[config.mk]
export PLATFORM = sky130hd
export DESIGN_NAME = fpga_boot_reset_sequencer
export DESIGN_NICKNAME = d
export VERILOG_FILES = /design/src/rtl/fpga_boot_reset_sequencer.sv
export SDC_FILE = /design/constraint.sdc
export NUM_CORES = 1
export LEC_CHECK = 0
export CAP_MARGIN = 15
export CORE_MARGIN = 5
export CORE_UTILIZATION = 48
export CTS_BUF_LIST = sky130_fd_sc_hd__clkbuf_8
export DETAILED_ROUTE_END_ITERATION = 10
export PLACE_DENSITY = 0.93
export SLEW_MARGIN = 40
export SYNTH_ARGS = -nofsm -noshare
export SYNTH_HDL_FRONTEND = slang
export SYNTH_SLANG_ARGS = --single-unit
[constraint.sdc]
create_clock -name clk_gen -period 2.5 [get_ports clk_gen]
set_input_delay 0.625 -clock clk_gen [delete_from_list [all_inputs] [get_ports clk_gen]]
set_output_delay 0.625 -clock clk_gen [all_outputs]
set_load 0.03 [all_outputs]
[src/rtl/fpga_boot_reset_sequencer.sv]
// Boot/reset sequencer between clock wizard, reset button and x_heep_system.
// Optional automatic reboot after exit is enabled by defining FPGA_AUTO_REBOOT_EN.
module fpga_boot_reset_sequencer #(
    parameter int SYNC_STAGES     = 2,
    parameter int DEBOUNCE_CYCLES = 16,
    parameter int HOLD_CYCLES     = 64,
    parameter int REBOOT_DELAY    = 1024
) (
    input  logic        clk_gen,
    input  logic        rst_n,
    input  logic        pll_locked_i,
    input  logic        sw_rst_i,
    input  logic        boot_select_i,
    input  logic        execute_from_flash_i,
    input  logic        exit_valid_i,
    input  logic [31:0] exit_value_i,
    output logic        sys_rst_no,
    output logic        boot_select_o,
    output logic        execute_from_flash_o,
    output logic [2:0]  state_o,
    output logic        exit_seen_o,
    output logic [31:0] exit_code_o,
    output logic [7:0]  reboot_count_o
);
    typedef enum logic [2:0] {
        ST_WAIT_LOCK   = 3'd0,
        ST_HOLD        = 3'd1,
        ST_SAMPLE      = 3'd2,
        ST_RUN         = 3'd3,
        ST_DONE        = 3'd4,
        ST_REBOOT_WAIT = 3'd5
    } state_e;

    localparam int CNT_MAX = (HOLD_CYCLES > REBOOT_DELAY) ? HOLD_CYCLES : REBOOT_DELAY;
    localparam int CNT_W   = (CNT_MAX > 1) ? $clog2(CNT_MAX) : 1;
    localparam int DB_W    = (DEBOUNCE_CYCLES > 1) ? $clog2(DEBOUNCE_CYCLES) : 1;

    // Synchronized bit order: {exit_valid, execute_from_flash, boot_select, sw_rst, pll_locked}
    logic [SYNC_STAGES-1:0][4:0] sync_q, sync_d;
    logic [4:0]                  raw_s, sync_s;
    logic                        exit_rise_s;
    logic                        db_level_q, db_level_d;
    logic [DB_W-1:0]             db_cnt_q, db_cnt_d;
    logic                        exit_prev_q, exit_prev_d;
    state_e                      state_q, state_d;
    logic [CNT_W-1:0]            cnt_q, cnt_d;
    logic                        sys_rst_n_q, sys_rst_n_d;
    logic                        boot_select_q, boot_select_d;
    logic                        xip_q, xip_d;
    logic                        exit_seen_q, exit_seen_d;
    logic [31:0]                 exit_code_q, exit_code_d;
    logic [7:0]                  reboot_count_q, reboot_count_d;

    assign raw_s       = {exit_valid_i, execute_from_flash_i, boot_select_i, sw_rst_i, pll_locked_i};
    assign sync_s      = sync_q[SYNC_STAGES-1];
    assign exit_rise_s = sync_s[4] & ~exit_prev_q;

    // Next-state logic: synchronizers, button debounce, sequencing FSM and captured outputs.
    always_comb begin
        sync_d         = {sync_q[SYNC_STAGES-2:0], raw_s};
        db_level_d     = db_level_q;
        db_cnt_d       = db_cnt_q;
        exit_prev_d    = sync_s[4];
        state_d        = state_q;
        cnt_d          = cnt_q;
        boot_select_d  = boot_select_q;
        xip_d          = xip_q;
        exit_seen_d    = exit_seen_q;
        exit_code_d    = exit_code_q;
        reboot_count_d = reboot_count_q;

        if (sync_s[1] == db_level_q) begin
            db_cnt_d = {DB_W{1'b0}};
        end else if (db_cnt_q == DB_W'(DEBOUNCE_CYCLES - 1)) begin
            db_level_d = sync_s[1];
            db_cnt_d   = {DB_W{1'b0}};
        end else begin
            db_cnt_d = db_cnt_q + DB_W'(1);
        end

        // Lock loss beats the button, which beats every normal transition.
        if (!sync_s[0]) begin
            state_d = ST_WAIT_LOCK;
            cnt_d   = {CNT_W{1'b0}};
        end else if (db_level_q) begin
            state_d = ST_HOLD;
            cnt_d   = {CNT_W{1'b0}};
        end else begin
            case (state_q)
                ST_WAIT_LOCK: begin
                    state_d = ST_HOLD;
                    cnt_d   = {CNT_W{1'b0}};
                end
                ST_HOLD: begin
                    if (cnt_q == CNT_W'(HOLD_CYCLES - 1)) begin
                        state_d = ST_SAMPLE;
                        cnt_d   = {CNT_W{1'b0}};
                    end else begin
                        cnt_d = cnt_q + CNT_W'(1);
                    end
                end
                ST_SAMPLE: begin
                    boot_select_d = sync_s[2];
                    xip_d         = sync_s[3];
                    state_d       = ST_RUN;
                end
                ST_RUN: begin
                    if (exit_rise_s) begin
                        exit_code_d = exit_value_i;
                        exit_seen_d = 1'b1;
                        state_d     = ST_DONE;
                    end else begin
                        state_d = ST_RUN;
                    end
                end
                ST_DONE: begin
`ifdef FPGA_AUTO_REBOOT_EN
                    state_d = ST_REBOOT_WAIT;
                    cnt_d   = {CNT_W{1'b0}};
`else
                    state_d = ST_DONE;
`endif
                end
                ST_REBOOT_WAIT: begin
`ifdef FPGA_AUTO_REBOOT_EN
                    if (cnt_q == CNT_W'(REBOOT_DELAY - 1)) begin
                        state_d = ST_HOLD;
                        cnt_d   = {CNT_W{1'b0}};
                        if (reboot_count_q != 8'hFF) begin
                            reboot_count_d = reboot_count_q + 8'd1;
                        end else begin
                            reboot_count_d = reboot_count_q;
                        end
                    end else begin
                        cnt_d = cnt_q + CNT_W'(1);
                    end
`else
                    state_d = ST_WAIT_LOCK;
`endif
                end
                default: begin
                    state_d = ST_WAIT_LOCK;
                    cnt_d   = {CNT_W{1'b0}};
                end
            endcase
        end

        if ((state_d == ST_HOLD) && (state_q != ST_HOLD)) begin
            exit_seen_d = 1'b0;
        end else begin
            exit_seen_d = exit_seen_d;
        end

        // System runs only in RUN and DONE; every other state holds it in reset.
        if ((state_d == ST_RUN) || (state_d == ST_DONE)) begin
            sys_rst_n_d = 1'b1;
        end else begin
            sys_rst_n_d = 1'b0;
        end

`ifndef FPGA_AUTO_REBOOT_EN
        reboot_count_d = 8'd0;
`endif
    end

    // State and output registers.
    always_ff @(posedge clk_gen or negedge rst_n) begin
        if (!rst_n) begin
            sync_q         <= '0;
            db_level_q     <= 1'b0;
            db_cnt_q       <= {DB_W{1'b0}};
            exit_prev_q    <= 1'b0;
            state_q        <= ST_WAIT_LOCK;
            cnt_q          <= {CNT_W{1'b0}};
            sys_rst_n_q    <= 1'b0;
            boot_select_q  <= 1'b0;
            xip_q          <= 1'b0;
            exit_seen_q    <= 1'b0;
            exit_code_q    <= 32'd0;
            reboot_count_q <= 8'd0;
        end else begin
            sync_q         <= sync_d;
            db_level_q     <= db_level_d;
            db_cnt_q       <= db_cnt_d;
            exit_prev_q    <= exit_prev_d;
            state_q        <= state_d;
            cnt_q          <= cnt_d;
            sys_rst_n_q    <= sys_rst_n_d;
            boot_select_q  <= boot_select_d;
            xip_q          <= xip_d;
            exit_seen_q    <= exit_seen_d;
            exit_code_q    <= exit_code_d;
            reboot_count_q <= reboot_count_d;
        end
    end

    assign sys_rst_no           = sys_rst_n_q;
    assign boot_select_o        = boot_select_q;
    assign execute_from_flash_o = xip_q;
    assign state_o              = state_q;
    assign exit_seen_o          = exit_seen_q;
    assign exit_code_o          = exit_code_q;
    assign reboot_count_o       = reboot_count_q;

endmodule
==> results.md <==
* Skew-Pair Late Insertion Delay at 0.33 ns
* First-pass GRT wire length at ~11,000 um
* VDD IR-drop max at 0.000374 V
* Clock skew at roughly 0.0086 ns
* Endpoints failing hold at 0
* Max Freq at between 400 and 500 MHz
* DRT iter0 DRCs at 87
* Port Buffers at slightly below 80
* Critical path arrival at about 1.6 ns
* Number of global-route vias before repair at 2,219
* Die Span Y at approximately 85 um
* FP Rows at 27
* Largest net degree at the start of global routing at 66
* Hold crit path type: in2async
* Gpl congestion at 0.808
* WL/cell at ~18 um
* Crit path kind: reg2out
* CTS clk-pin slew, worst paths at roughly 0.07 ns
* Worst Setup End Kind: output port
* Grt ovf at 0
* Syn_area_per_cell at between 10 and 15 um^2
* CTS hold repair buffers at 0
* Total global-route track usage at 19.7%
* CP max stage delay at approximately 0.74 ns
* Ports at 86
* #FFs+latches synth at between 60 and 70
* Pwr dens at 640 mW/mm^2
* Layout area overhead at 37.6%
* Setup TNS at 0 ns
* Max Transition Viols Final at 0
* Area of the core at 0.00547 mm^2
* DR vias/cell at between 5 and 6
* Die W at 85.0 um
* CTS tree: yes
* Pre-CTS WS at 0.638 ns
* Outcome: completed
* Post-DP HPWL at about 4700 um
* CP startpoint kind: flip-flop
* Cells resized by post-CTS repair at 0
* Critical path cell sequence: clkdlybuf4s50_1
* CP delay by family, top: buffers and inverters
* Worst Path Required at approximately 1.9 ns
* Antenna viol nets, final at 0
* Post-Synthesis Cell Area at approximately 0.0027 mm^2
* Most frequent cells in the layout: 76 x clkdlybuf4s50_1, 65 x dfrtp_1, 35 x mux2_2, 9 x nand2_1, 9 x clkbuf_8
* Distinct cells, synth at 44
* Clock Path Buffers at 2
* Clock Sink Count at 65
* Fin crit period at 2.23 ns
* Worst path bufs/invs at 1
* Clk root buf: clkbuf_8
* Rel. slew slack at 63.6%
* Initial antenna violation count at 0
* Ant diodes at 0
* Final worst path period share at between 80 and 90%
* Layout cell share with drive strength beyond 1 at 20.6%
* Setup repair bufs after CTS at 0
* H-tree depth at 3
* Max-cap viol count at 0
* Tightest Pin Transition at between 0.5 and 0.6 ns
* Most common cell after layout, fill and taps aside: clkdlybuf4s50_1
* RSZ-0062 raised after global routing: false
* Final WS setup at 0.274 ns
* Total Die Area at about 0.0072 mm^2
* CP max-delay cell: clkdlybuf4s50_1
* Final wirelength at between 6000 and 7000 um
* Cells after synthesis at about 210
* Leak at 1.57 nW
* Via count at slightly below 2,000
* Max FO, Critical Path at 9
* Finish-stage setup viols at 0
* Residual DRC at 0
* Layout Nets at 328
* Synth warn at 0
* Starting density of the core at 49.4%
* CTS Buf Count at 9
* Pre-antenna DRT Iters at 4
* Seq/Total Area, Yosys at 60.2%
==> power breakdown <==
group	leakage (nW)	switching (mW)	internal [mW]
logic	0.663	0.158	0.146
registers	0.803	0.0351	1.10
clock network	0.106	0.392	0.552
==> through the flow <==
| step | hold WS, ns | util (%) | power [mW] | cell area [um^2] | cells |
|---|---|---|---|---|---|
| 6_report | 0.290 | 68.0 | 2.38 | 3720 | 363 |
| 5_1_grt | 0.305 | 68.0 | 2.48 | 3720 | 363 |
| 4_1_cts | 0.303 | 68.0 | 2.40 | 3720 | 363 |
| 3_5_place_dp | 0.338 | 64.2 | 1.46 | 3510 | 348 |
| 3_3_place_gp | 0.333 | 64.2 | 1.44 | 3510 | 348 |
| 2_1_floorplan | 0.329 | - | 1.30 | 2730 | 212 |
==> worst reg2reg max path: stages, from the launching register on <==
cell and delay [ns]:
dfrtp_1 0.43, or4_4 0.57, nor3_1 0.19, a2bb2oi_1 0.28, inv_1 0.12, a32oi_1 0.23
==> layer usage <==
layer / share of wire (%) / track usage [%] / up-vias
li1: - / - / 887
met1: 35 / 20.8 / 964
met2: 49 / 31.4 / 102
met3: 15 / 12.5 / 13
met4: 1.5 / 7.91 / 0
met5: 0 / 0 / -
==> cells in the mapped netlist, drive strengths merged <==
master   instances  share of area [%]
dfrtp           65                 60
mux2            35                 15
buf             14                3.6
nand2            9                1.2
a21oi            7                1.3
inv              7               0.97
a31oi            5                1.2
nand2b           4               0.93
nand3            4               0.74
nor2b            4               0.93
nor3             4               0.74
o21ai            4               0.74
xnor2            4                1.3
nand4            3               0.69
nor2             3               0.42
o211ai           3               0.83
a32oi            2               0.65
and3             2               0.46
ha               2               0.93
nor3b            2               0.97
o22ai            2               0.46
or3              2               0.51
or4              2               0.69
a21bo            1               0.37
a21boi           1               0.28
a22o             1               0.37
a2bb2oi          1               0.32
a41oi            1               0.60
and2             1               0.28
clkbuf           1               0.19
conb             1               0.14
nand4b           1               0.32
nor4             1               0.23
o21bai           1               0.28
o221ai           1               0.32
o311a            1               0.37
o311ai           1               0.32
or2b             1               0.28
or3b             1               0.32
==> kinds of logic after synthesis <==
logic type,count (synthesis),share of synthesized area (%)
DFF,65,60.2
and+or+nand+nor,44,9.77
muxes,35,14.6
AOI/OAI and AO/OA,32,8.38
buffers and inverters,22,4.72
xor gates and xnor gates,4,1.30
adders and majority gates,2,0.926
other,1,0.139
==> path summary, 6_finish.rpt <==
| check | end | slack, ns | from | depth (start not counted) |
|---|---|---|---|---|
| max | state_o[1] | 0.27 | state_o[1] | 1 |
| min | exit_code_o[9] | 0.29 | rst_n | 2 |
| max reg2reg | exit_seen_o | 0.59 | cnt_q[7] | 5 |
| min reg2reg | sync_s[0] | 0.36 | sync_d[5] | 0 |
| max in group asynchronous | exit_code_o[28] | 1.93 | rst_n | 2 |
| min in group clk_gen | sync_s[0] | 0.36 | sync_d[5] | 0 |
==> final cells by class <==
type / instances / area [um^2]
Fill cell: 379 / 1750
Sequential cell: 65 / 1630
Multi-Input combinational cell: 125 / 975
Timing Repair Buffer: 79 / 793
Clock buffer: 9 / 124
Tap cell: 72 / 90.1
Clock inverter: 6 / 85.1
Inverter: 7 / 26.3
==> state kept, by name, indices dropped and copies added (netlist names) <==
name / flops
sys_rst_no: 1
exit_seen_o: 1
execute_from_flash_o: 1
boot_select_o: 1
db_cnt_q: 4
exit_prev_q: 1
sync_d: 5
sync_s: 5
state_o: 3
db_level_q: 1
cnt_q: 10
exit_code_o: 32
Power figures use the tool's default switching activity.
